## config.mk

```make
export PLATFORM = sky130hd
export DESIGN_NAME = repairclk_pattern_detector_flat
export DESIGN_NICKNAME = d
export VERILOG_FILES = /design/src/rtl/repairclk_pattern_detector_if.sv /design/src/rtl/repairclk_pattern_detector.sv /design/src/flat_wrapper.sv
export SDC_FILE = /design/constraint.sdc
export NUM_CORES = 1
export LEC_CHECK = 0
export ABC_AREA = 1
export BUFFER_PORTS_ARGS = -buffer_cell sky130_fd_sc_hd__buf_2
export CAP_MARGIN = 40
export CORE_MARGIN = 3
export CORE_UTILIZATION = 50
export CTS_CLUSTER_DIAMETER = 30
export CTS_CLUSTER_SIZE = 28
export DETAILED_ROUTE_END_ITERATION = 10
export PLACE_DENSITY = 0.66
export SLEW_MARGIN = 10
export SYNTH_ARGS = -nofsm -noshare
export SYNTH_HDL_FRONTEND = slang
export SYNTH_SLANG_ARGS = --single-unit
```

## constraint.sdc

```tcl
create_clock -name CLK -period 2 [get_ports CLK]
set_input_delay 0.1 -clock CLK [delete_from_list [all_inputs] [get_ports CLK]]
set_output_delay 0.1 -clock CLK [all_outputs]
set_load 0.01 [all_outputs]
```

## src/rtl/repairclk_pattern_detector_if.sv

```systemverilog
// Bundle between the REPAIRCLK partner and the clock/track pattern detector:
// clear request, synchronized lane samples, and the logged detection result.
interface repairclk_pattern_detector_if;
  logic       i_clear_clk_detection;
  logic       i_RCKP;
  logic       i_RCKN;
  logic       i_RTRK;
  logic [2:0] o_Clock_track_result_logged;
  logic       o_result_valid;
  logic       o_detect_active;

  modport master (
    output i_clear_clk_detection, i_RCKP, i_RCKN, i_RTRK,
    input  o_Clock_track_result_logged, o_result_valid, o_detect_active
  );

  modport slave (
    input  i_clear_clk_detection, i_RCKP, i_RCKN, i_RTRK,
    output o_Clock_track_result_logged, o_result_valid, o_detect_active
  );
endinterface

```

## src/rtl/repairclk_pattern_detector.sv

```systemverilog
// Detects the REPAIRCLK iteration pattern (toggle burst then low run) on the
// RCKP/RCKN/RTRK lanes within a timed window and logs a sticky per-lane result.
module repairclk_pattern_detector #(
  parameter int unsigned HI_LEN        = 16,
  parameter int unsigned LO_LEN        = 8,
  parameter int unsigned DETECT_THRESH = 16,
  parameter int unsigned WINDOW        = 3200
) (
  input  logic                         CLK,
  input  logic                         rst,
  repairclk_pattern_detector_if.slave  bus
);

  localparam int unsigned NL      = 3;
  localparam int unsigned WW      = $clog2(WINDOW);
  localparam int unsigned POS_MAX = (HI_LEN > LO_LEN) ? HI_LEN - 1 : LO_LEN - 1;
  localparam int unsigned PW      = $clog2(POS_MAX + 1);
  localparam int unsigned CW      = $clog2(DETECT_THRESH + 1);

  localparam logic [WW-1:0] WIN_LAST = WW'(WINDOW - 1);
  localparam logic [PW-1:0] HI_LAST  = PW'(HI_LEN - 1);
  localparam logic [PW-1:0] LO_LAST  = PW'(LO_LEN - 1);
  localparam logic [CW-1:0] THRESH   = CW'(DETECT_THRESH);

  typedef enum logic [1:0] {IDLE, ACTIVE, DONE} state_t;
  typedef enum logic [1:0] {L_IDLE, L_HI, L_LO} lane_state_t;

  state_t          state_q, state_d;
  logic [WW-1:0]   win_q, win_d;
  logic [NL-1:0]   res_q, res_d;
  lane_state_t     ls_q[NL], ls_d[NL];
  logic [PW-1:0]   pos_q[NL], pos_d[NL];
  logic [CW-1:0]   consec_q[NL], consec_d[NL];
  logic [NL-1:0]   lane_in;

  assign lane_in = {bus.i_RTRK, bus.i_RCKN, bus.i_RCKP};

  always_comb begin
    state_d = state_q;
    win_d   = win_q;
    res_d   = res_q;
    for (int unsigned i = 0; i < NL; i++) begin
      ls_d[i]     = ls_q[i];
      pos_d[i]    = pos_q[i];
      consec_d[i] = consec_q[i];
    end

    case (state_q)
      IDLE: ;
      ACTIVE: begin
        if (win_q == WIN_LAST) state_d = DONE;
        else                   win_d   = win_q + WW'(1);

        for (int unsigned i = 0; i < NL; i++) begin
          case (ls_q[i])
            L_IDLE: begin
              if (lane_in[i]) begin
                ls_d[i]  = L_HI;
                pos_d[i] = PW'(1);
              end
            end
            L_HI: begin
              // Toggle burst expects 1 on even positions, 0 on odd ones.
              if (lane_in[i] == ~pos_q[i][0]) begin
                if (pos_q[i] == HI_LAST) begin
                  ls_d[i]  = L_LO;
                  pos_d[i] = '0;
                end else begin
                  pos_d[i] = pos_q[i] + PW'(1);
                end
              end else begin
                consec_d[i] = '0;
                if (lane_in[i]) begin
                  ls_d[i]  = L_HI;
                  pos_d[i] = PW'(1);
                end else begin
                  ls_d[i]  = L_IDLE;
                  pos_d[i] = '0;
                end
              end
            end
            L_LO: begin
              if (!lane_in[i]) begin
                if (pos_q[i] == LO_LAST) begin
                  consec_d[i] = (consec_q[i] == THRESH) ? consec_q[i] : consec_q[i] + CW'(1);
                  ls_d[i]     = L_HI;
                  pos_d[i]    = '0;
                end else begin
                  pos_d[i] = pos_q[i] + PW'(1);
                end
              end else begin
                consec_d[i] = '0;
                ls_d[i]     = L_HI;
                pos_d[i]    = PW'(1);
              end
            end
            default: begin
              ls_d[i]  = L_IDLE;
              pos_d[i] = '0;
            end
          endcase
          if (consec_d[i] == THRESH) res_d[i] = 1'b1;
        end
      end
      DONE: ;
      default: state_d = IDLE;
    endcase

    // A clear overrides everything above, including window expiry.
    if (bus.i_clear_clk_detection) begin
      state_d = ACTIVE;
      win_d   = '0;
      res_d   = '0;
      for (int unsigned i = 0; i < NL; i++) begin
        ls_d[i]     = L_IDLE;
        pos_d[i]    = '0;
        consec_d[i] = '0;
      end
    end
  end

  always_ff @(posedge CLK) begin
    if (rst) begin
      state_q <= IDLE;
      win_q   <= '0;
      res_q   <= '0;
      for (int unsigned i = 0; i < NL; i++) begin
        ls_q[i]     <= L_IDLE;
        pos_q[i]    <= '0;
        consec_q[i] <= '0;
      end
    end else begin
      state_q <= state_d;
      win_q   <= win_d;
      res_q   <= res_d;
      for (int unsigned i = 0; i < NL; i++) begin
        ls_q[i]     <= ls_d[i];
        pos_q[i]    <= pos_d[i];
        consec_q[i] <= consec_d[i];
      end
    end
  end

  assign bus.o_Clock_track_result_logged = res_q;
  assign bus.o_result_valid              = (state_q == DONE);
  assign bus.o_detect_active             = (state_q == ACTIVE);

endmodule
```

## src/flat_wrapper.sv

```systemverilog
// flat-port wrapper written by rule: the top's interface ports become plain ports
module repairclk_pattern_detector_flat 
#(
  parameter int unsigned HI_LEN        = 16,
  parameter int unsigned LO_LEN        = 8,
  parameter int unsigned DETECT_THRESH = 16,
  parameter int unsigned WINDOW        = 3200
)
  (CLK, rst, bus_i_clear_clk_detection, bus_i_RCKP, bus_i_RCKN, bus_i_RTRK, bus_o_Clock_track_result_logged, bus_o_result_valid, bus_o_detect_active);
  repairclk_pattern_detector_if bus_i ();
  input  logic CLK;
  input  logic rst;
  input wire logic [$bits(bus_i.i_clear_clk_detection)-1:0] bus_i_clear_clk_detection;
  input wire logic [$bits(bus_i.i_RCKP)-1:0] bus_i_RCKP;
  input wire logic [$bits(bus_i.i_RCKN)-1:0] bus_i_RCKN;
  input wire logic [$bits(bus_i.i_RTRK)-1:0] bus_i_RTRK;
  output wire logic [$bits(bus_i.o_Clock_track_result_logged)-1:0] bus_o_Clock_track_result_logged;
  output wire logic [$bits(bus_i.o_result_valid)-1:0] bus_o_result_valid;
  output wire logic [$bits(bus_i.o_detect_active)-1:0] bus_o_detect_active;
  assign bus_i.i_clear_clk_detection = bus_i_clear_clk_detection;
  assign bus_i.i_RCKP = bus_i_RCKP;
  assign bus_i.i_RCKN = bus_i_RCKN;
  assign bus_i.i_RTRK = bus_i_RTRK;
  assign bus_o_Clock_track_result_logged = bus_i.o_Clock_track_result_logged;
  assign bus_o_result_valid = bus_i.o_result_valid;
  assign bus_o_detect_active = bus_i.o_detect_active;
  repairclk_pattern_detector #(.HI_LEN(HI_LEN), .LO_LEN(LO_LEN), .DETECT_THRESH(DETECT_THRESH), .WINDOW(WINDOW)) u_core (.CLK(CLK), .rst(rst), .bus(bus_i));
endmodule
```

### Word-level counts from Yosys, hierarchy flattened

Memories as Yosys holds them, arrays and structs flattened.
Index checks and enable logic that the tools add are counted.

| word-level totals | value |
|---|---|
| flip-flop bits (word level) | 17 |
| memory bits (writable) | 33 |
| bits of input ports | 6 |
| logic and storage cells | 150 |
| memories kept | 3 |

Memory list:

| memory | depth | bits a word | read ports | clocked after memory_dff | write ports | RTL line | text |
|---|---|---|---|---|---|---|---|
| u_core.consec_q | 3 | 5 | 3 | 0 | 3 | repairclk_pattern_detector.sv:33 | `logic [CW-1:0] consec_q[NL], consec_d[NL];` |
| u_core.pos_q | 3 | 4 | 3 | 0 | 3 | repairclk_pattern_detector.sv:32 | `logic [PW-1:0] pos_q[NL], pos_d[NL];` |
| u_core.ls_q | 3 | 2 | 3 | 0 | 3 | repairclk_pattern_detector.sv:31 | `lane_state_t ls_q[NL], ls_d[NL];` |

| operators by class | value |
|---|---|
| $add $sub $neg | 7 |
| equality and inequality tests | 27 |
| muxes and demuxes | 81 |
| bitwise logic cells | 14 |
| reductions and logical operators | 12 |

Operators with widths:

| cell | count |
|---|---|
| 5-bit 2-to-1 mux | 18 |
| 4-bit 2-to-1 mux | 18 |
| 2-bit 2-to-1 mux | 19 |
| 4-bit case mux with 3 select lines | 3 |
| 5-bit == test, second input constant | 6 |
| 15-bit 2-to-1 mux | 2 |
| 5-bit case mux with 2 select lines | 3 |
| 12-bit 2-to-1 mux | 2 |
| 2-bit case mux with 3 select lines | 3 |
| 5-bit by 1-bit adder with 5-bit output, second input constant | 3 |
| 12-bit by 1-bit adder with 12-bit output, second input constant | 1 |
| 4-bit by 1-bit adder with 4-bit output, second input constant | 3 |
| 12-bit == test, second input constant | 1 |
| 4-bit by 3-bit == test with 1-bit output, second input constant | 3 |
| 4-bit == test, second input constant | 3 |
| 6-bit 2-to-1 mux | 2 |
| 2-bit AND reduction | 6 |
| 1-bit 2-to-1 mux | 10 |
| 1-bit OR | 9 |
| 2-bit by 1-bit == test with 1-bit output, second input constant | 4 |
| 2-bit == test, second input constant | 4 |
| 2-bit zero test | 4 |
| 1-bit inverter | 5 |
| 2-bit by 1-bit inequality test with 1-bit output, second input constant | 2 |
| other kinds (4) | 7 |

### Longest topological paths before layout

Gate-level depths: netlist of run 1.
An unclocked memory read counts as a cell.

| depth | value |
|---|---|
| word-level depth | 10 |
| depth in mapped cells | 13 |

### Least setup slack after synthesis of run 1

No wires, ideal clock.

| timing | value |
|---|---|
| kind | reg-to-reg |
| start | memory u_core.ls_q[0][4] (netlist name) |
| end | register u_core.res_q[2] (netlist: u_core.bus.o_Clock_track_result_logged[2]) |
| setup time | 0.134 ns |
| arrival | 1.334 ns |
| data required time | 1.866 ns |
| path slack | 0.533 ns |
| cell stages (with the launch flop) | 10 |
| buffers on the path | 0 |
| period minus slack after synthesis | 1.467 ns |
| path through | dfxtp_1 > inv_1 > ha_1 > inv_1 > nor2_1 > nand2_1 > o21ai_0 > nor2_1 > nand3_1 > a21oi_1 |

RTL lines:

| what | RTL line | text |
|---|---|---|
| start: declaration | repairclk_pattern_detector.sv:31 |  |
| end signal: assignment | repairclk_pattern_detector.sv:135 | `res_q <= res_d;` |
| end: declaration | repairclk_pattern_detector.sv:30 | `logic [NL-1:0] res_q, res_d;` |

==> results of run 1 <==
==> cells in the final DEF, fill, tap and decap left out, drive strengths merged, types with 2 or more instances in the layout <==
cell,count
ha,26
xor2,8
buf,16
nand3b,2
o21ai,36
dfxtp,50
nand2,127
inv,85
o211ai,8
o21bai,2
nor4,2
clkbuf,6
nand3,37
nor2,55
a21oi,52
nand4,5
nor3,3
a221oi,3
==> routing by layer <==
layer	GRT usage [%]	share of wire (%)	vias up
li1	-	-	1694
met1	27.0	50	1396
met2	29.7	45	40
met3	3.20	3.3	7
met4	5.49	1.1	0
met5	0	0	-
==> layout make-up <==
class                   instances  area [sq um]
repair buffers                 17           113
clock buffers                   6          82.6
inverters                      85           322
flip-flops and latches         50          1000
well taps                      77          96.3
multi-input cells             372          1990
clock inverters                 2          12.5
fillers                       647          2800
==> cell usage after synthesis (3+ instances only) <==
| cell | n |
|---|---|
| nand2_1 | 122 |
| inv_1 | 78 |
| dfxtp_1 | 50 |
| a21oi_1 | 48 |
| nor2_1 | 48 |
| nand3_1 | 37 |
| o21ai_0 | 34 |
| ha_1 | 26 |
| o211ai_1 | 8 |
| xor2_1 | 8 |
| clkbuf_1 | 7 |
| inv_2 | 6 |
| nand2_2 | 5 |
| nand4_1 | 5 |
| a21oi_2 | 4 |
| nor2_4 | 4 |
| a221oi_1 | 3 |
| nor2_2 | 3 |
| nor3_1 | 3 |
==> stage by stage <==
step / instance area [sq um] / utilization (%) / total power [mW] / setup WS, ns
after floorplan: 3360 / - / 1.21 / 0.533
after global placement: 3500 / 54.5 / 1.27 / 0.308
after detailed placement: 3510 / 54.7 / 1.27 / 0.285
after CTS: 3620 / 56.4 / 1.90 / 0.271
after global routing: 3620 / 56.4 / 1.99 / 0.0436
final: 3620 / 56.4 / 1.88 / 0.257
==> power by group <==
group          total [mW]  switching, mW  internal, mW
Clock               0.629          0.351         0.279
Combinational       0.218          0.144        0.0739
Sequential           1.04         0.0214          1.01
Total                1.88          0.516          1.37
==> sequential cells by signal, indices dropped and copies added, names as in the netlist <==
name and cells:
u_core.bus.o_Clock_track_result_logged 3, u_core.win_q 12, u_core.pos_q 12, u_core.state_q 2, u_core.ls_q 6, u_core.consec_q 15
==> cell families (layout without fill, tap and decap cells) <==
logic type      Yosys count  after routing  share of synthesized area (%)
buf+inv                  95            110                           11.0
simple gates            232            232                           29.7
fa+ha+maj                26             26                           9.67
flops                    50             50                           29.8
compound gates          105            105                           17.6
xor+xnor                  9              9                           2.34
==> worst min path at each step <==
| stage | start | end | slack [ns] | depth (start not counted) |
|---|---|---|---|---|
| 2_1_floorplan | rst | u_core.state_q[0] | 0.17 | 1 |
| 3_3_place_gp | rst | u_core.state_q[0] | 0.27 | 2 |
| 3_5_place_dp | rst | u_core.state_q[0] | 0.28 | 2 |
| 4_1_cts | bus_i_clear_clk_detection | u_core.state_q[0] | 0.009 | 3 |
| 5_1_grt | bus_i_clear_clk_detection | u_core.state_q[0] | 0.05 | 3 |
| 6_report | bus_i_clear_clk_detection | u_core.state_q[0] | 0.01 | 3 |
==> tightest hold or removal path, stage by stage <==
cell	delay, ns
buf_2	0.09
nor2_1	0.04
nor2_1	0.06
==> out/summary.txt, run 1 <==
status -> completed
Setup crit end -> u_core.bus.o_Clock_track_result_logged[2]
Post-CTS Hold Fix Bufs -> 1
vias in the first global route -> 2,679
DR WL/cell -> 11.3 um
first-pass GRT wire length -> 11,900 um
post-synthesis sequential area ratio -> 29.8%
Worst Setup SP -> u_core.ls_q[0][4]
Worst EP required -> 2.18 ns
max-cap violation count -> 0
Mapped Cells -> 517
Max Fclk -> 0.574 GHz
initial antenna violation count -> 0
worst stage delay on the critical path -> 0.39 ns
CP Launch Type -> register
Main synth FF type -> dfxtp_1
Layout Nets -> 563
Arr. time, crit path -> 1.92 ns
area share of the largest cell type after synthesis -> 29.8%
CTS Sinks -> 50
Synth area leader -> dfxtp_1
Placed Cells -> 600
via count -> 3,137
Post-synth EDFFs -> 0
Total GRT Usage -> 19.0%
DRC -> 0
Crit. End Element -> register
post-route clock period utilization -> 87.1%
synth warn -> 0
Max Slew Vio Count -> 0
slowest stage cell on the critical path -> dfxtp_1
Post-Syn Area -> 0.00336 sq mm
FF-to-FF setup slack -> 0.26 ns
gr ovfl total -> 0
Least-Margin Pin Slew -> 0.576 ns
clk_lat worst skew -> 0.31 ns
Post-Route Hold Slack -> 0.0122 ns
final wirelength -> 6900 um
CTS tree -> yes
Peak VDD IR -> 286 uV
ys async rst share -> 0%
Leak -> 1.50 nW
crit path cell chain -> inv_1 -> ha_1 -> inv_1 -> nor2_1 -> nand2_1 -> o21ai_0 -> nor2_1 -> nand3_1 -> a21oi_1
# IOs -> 11
Root Driver -> clkbuf_8
TNS Setup -> 0 ns
RSZ-0062 raised after global routing -> no
Mapped Avg Cell Area -> 6.51 sq um
HP Class -> input pin to register
Max clock buf depth -> 2
layout cells sized above 1 -> 8.83%
critical path's top delay family -> simple AND/OR/NAND/NOR gates
final hold violations -> 0
Vias/cell -> 5.15
Initial Utilization -> 52.4%
path type of the worst setup path -> register to register
Post-DRT Antenna Nets -> 0
Non-Filler Instances -> 609
die area -> 0.00775 sq mm
synth unique cells -> 32
syn nets -> 549
R2R cell count -> 9
PwrDens -> 520 mW/mm^2
Crit path depth -> 9
Port Buf Inserts -> 10
hpwl dp -> 5170 um
die height -> 88.0 um
gpl congestion -> 0.837
number of CTS-inserted buffers -> 5
R2R Path Start -> u_core.ls_q[0][4]
Antenna Diode Count -> 0
clock-pin slew on the worst setup and hold paths -> 0.09 ns
core area -> 0.00642 sq mm
initial DRC count -> 135
# resized after CTS -> 0
Setup Viol. Count Final -> 0
clock skew -> 0.00805 ns
Setup Fix Bufs, Post-CTS -> 0
largest cells by area after synthesis -> dfxtp_1, nand2_1, ha_1, inv_1, a21oi_1
number of buffers and inverters on the critical path -> 2
Worst slew margin -> 61.6%
Rows -> 29
H-tree levels -> 2
First-pass DRT Iterations -> 4
die width -> 88.0 um
largest net degree at the start of global routing -> 17
Reg2Reg Capture Point -> u_core.bus.o_Clock_track_result_logged[2]
Synth-to-Final Area Change -> 7.63%
register bit count reported by yosys -> 50
minimum clock period after layout -> 1.74 ns
CP Max Fanout -> 4
No activity file was read; power rests on OpenSTA's default activity.
==> run 2: changes to the inputs <==
--- a/config.mk
+++ b/config.mk
@@ -7,12 +7,13 @@
 export LEC_CHECK = 0
 export ABC_AREA = 1
 export BUFFER_PORTS_ARGS = -buffer_cell sky130_fd_sc_hd__buf_2
-export CAP_MARGIN = 40
+export CAP_MARGIN = 20
 export CORE_MARGIN = 3
 export CORE_UTILIZATION = 50
 export CTS_CLUSTER_DIAMETER = 30
 export CTS_CLUSTER_SIZE = 28
 export DETAILED_ROUTE_END_ITERATION = 10
+export HOLD_SLACK_MARGIN = 0.06
 export PLACE_DENSITY = 0.66
 export SLEW_MARGIN = 10
 export SYNTH_ARGS = -nofsm -noshare
==> constraint.sdc (replaced) <==
create_clock -name CLK -period 1.8 [get_ports CLK]
set_input_delay 0.09 -clock CLK [delete_from_list [all_inputs] [get_ports CLK]]
set_output_delay 0.09 -clock CLK [all_outputs]
set_load 0.01 [all_outputs]
==> out/summary.txt, run 2 (synthesis gave the netlist of run 1 again) <==
status -> completed
Port Buf Inserts -> 10 (unchanged)
Post-Place Worst Slack -> 0.0797 ns (-0.205 ns)
CTS tree -> yes
fin util -> 58.6% (+2.3 points)
clock skew -> 0.0100 ns (+0.00199 ns)
vias in the first global route -> 2,872 (+7.2%)
via count -> 3,215 (+2.5%)
clk_lat worst skew -> 0.31 ns (about the same)
Layout Nets -> 570 (+1.2%)
Vias/cell -> 5.22 (+1.3%)
path type of the worst setup path -> register to register
Total GRT Usage -> 19.4% (+0.39 points)
slowest stage cell on the critical path -> dfxtp_2
Setup Viol. Count Final -> 0 (unchanged)
crit path cell chain -> ha_1 -> nand2_2 -> nor2_4 -> buf_4 -> nand3_1 -> nand2_1 -> nand2_1 -> o21ai_0 -> nor2_1 -> nand3_1 -> a21oi_1
layout cells sized above 1 -> 13.5% (+4.7 points)
Finished Cell Area -> 0.00377 sq mm (+4.0%)
Max clock buf depth -> 2 (unchanged)
DRC -> 0 (unchanged)
Root Driver -> clkbuf_8
core area -> 0.00642 sq mm (unchanged)
HP Class -> input pin to register
critical path's top delay family -> simple AND/OR/NAND/NOR gates
die area -> 0.00775 sq mm (unchanged)
Power, Total -> 2.36 mW (+25%)
Worst slew margin -> 33.7% (-28 points)
Least-Margin Pin Slew -> 0.993 ns (+0.417 ns)
Largest Register -> u_core.consec_q
largest net degree at the start of global routing -> 30 (+13)
Rows -> 29 (unchanged)
Max Slew Vio Count -> 0 (unchanged)
post-route clock period utilization -> 95.0% (+7.9 points)
minimum clock period after layout -> 1.71 ns (-0.0319 ns)
final setup margin -> 0.0893 ns (-0.168 ns)
Placed Cells -> 599 (-0.17%)
number of flip-flops in the largest register -> 15 (unchanged)
Post-Route Hold Slack -> 0.226 ns (+0.214 ns)
Crit. End Element -> register
H-tree levels -> 2 (unchanged)
final wirelength -> 7310 um (+5.9%)
Synth-to-Final Area Change -> 12.0%
CP Launch Type -> register
Initial Utilization -> 52.4% (unchanged)
Worst EP required -> 1.96 ns (-0.22 ns)
Peak VDD IR -> 407 uV (+42%)
# IOs -> 11 (unchanged)
clock-pin slew on the worst setup and hold paths -> 0.10 ns (about the same)
Top Registers -> u_core.consec_q x15, u_core.pos_q x12, u_core.win_q x12
CP Max Fanout -> 7 (+3)
Antenna Diode Count -> 0 (unchanged)
CTS Sinks -> 50 (unchanged)
commonest non-fill, non-tap cell in the layout -> nand2_1
max-cap violation count -> 0 (unchanged)
Leak -> 1.53 nW (+2.6%)
Hold Crit Start -> bus_i_RTRK
DR WL/cell -> 11.9 um (+4.7%)
die width -> 88.0 um (unchanged)
number of buffers and inverters on the critical path -> 1 (-1)
initial DRC count -> 145 (+7.4%)
final hold violations -> 0 (unchanged)
number of CTS-inserted buffers -> 5 (unchanged)
worst stage delay on the critical path -> 0.38 ns (about the same)
hpwl dp -> 5220 um (+0.86%)
TNS Setup -> 0 ns (unchanged)
PwrDens -> 627 mW/mm^2 (+20%)
R2R Path Start -> u_core.pos_q[0][8]
Max Fclk -> 0.585 GHz (+1.9%)
First-pass DRT Iterations -> 5 (+1)
first-pass GRT wire length -> 12,300 um (+2.9%)
Worst Setup SP -> u_core.pos_q[0][8]
die height -> 88.0 um (unchanged)
gr ovfl total -> 0 (unchanged)
most frequent cells in the layout -> nand2_1, inv_1, a21oi_1, nor2_1, dfxtp_1
Non-Filler Instances -> 616 (+1.1%)
initial antenna violation count -> 0 (unchanged)
Post-DRT Antenna Nets -> 0 (unchanged)
Post-Place Cell Area -> 0.00350 sq mm (-0.43%)
gpl congestion -> 0.855 (+2.1%)
Arr. time, crit path -> 1.87 ns (-0.05 ns)
[run 2: changes by cell type in the layout (fill, tap and decap cells not counted), moves of 3 or more]
| cell | delta |
|---|---|
| dfxtp_1 | -10 |
| dfxtp_2 | +9 |
| buf_4 | +6 |
| o21ai_0 | -4 |
| o21ai_1 | +4 |
| nor2_1 | -3 |
[run 2: path summary, 6_finish.rpt]
check                                                   end  slack [ns]  cells past startpoint
setup / recovery  u_core.bus.o_Clock_track_result_logged[2]        0.09                     11
hold / removal                           u_core.pos_q[0][8]        0.23                      5
setup reg to reg  u_core.bus.o_Clock_track_result_logged[2]        0.09                     11
hold reg to reg   u_core.bus.o_Clock_track_result_logged[0]        0.46                      2
[run 2: what timing repair did]
action                                  CTS  global route
resized for setup                         0            29
endpoints found under the hold margin     1             0
setup buffers                             0             6
endpoints found under the setup margin    0            14
hold buffers                              2             0
[run 2: layout make-up]
class / instances / area (sq um)
Multi-Input combinational cell: 372 / 2030
Clock inverter: 3 / 68.8
Inverter: 85 / 325
Timing Repair Buffer: 23 / 153
Tap cell: 77 / 96.3
Sequential cell: 50 / 1020
Clock buffer: 5 / 68.8
Fill cell: 610 / 2660
Timing Repair inverter: 1 / 7.51
[run 2: worst reg2reg max path, delay by kind of cell (launching register included)]
family | cells | cell delay (ns)
and+or+nand+nor | 7 | 0.64
DFF | 1 | 0.38
AOI/OAI and AO/OA | 2 | 0.20
adders and majority gates | 1 | 0.19
buffers and inverters | 1 | 0.18
[run 2: layer usage]
| metal | part of all wire [%] | vias up | global-route usage (%) |
|---|---|---|---|
| li1 | - | 1715 | - |
| met1 | 49 | 1429 | 26.1 |
| met2 | 46 | 59 | 31.4 |
| met3 | 3.1 | 12 | 3.57 |
| met4 | 1.7 | 0 | 6.32 |
| met5 | 0 | - | 0 |
[run 2: where the power goes]
group / leakage [nW] / total, mW / internal (mW) / switching, mW
Clock: 0.0683 / 0.951 / 0.557 / 0.394
Combinational: 1.06 / 0.257 / 0.0865 / 0.171
Sequential: 0.410 / 1.15 / 1.13 / 0.0242
Total: 1.53 / 2.36 / 1.77 / 0.589
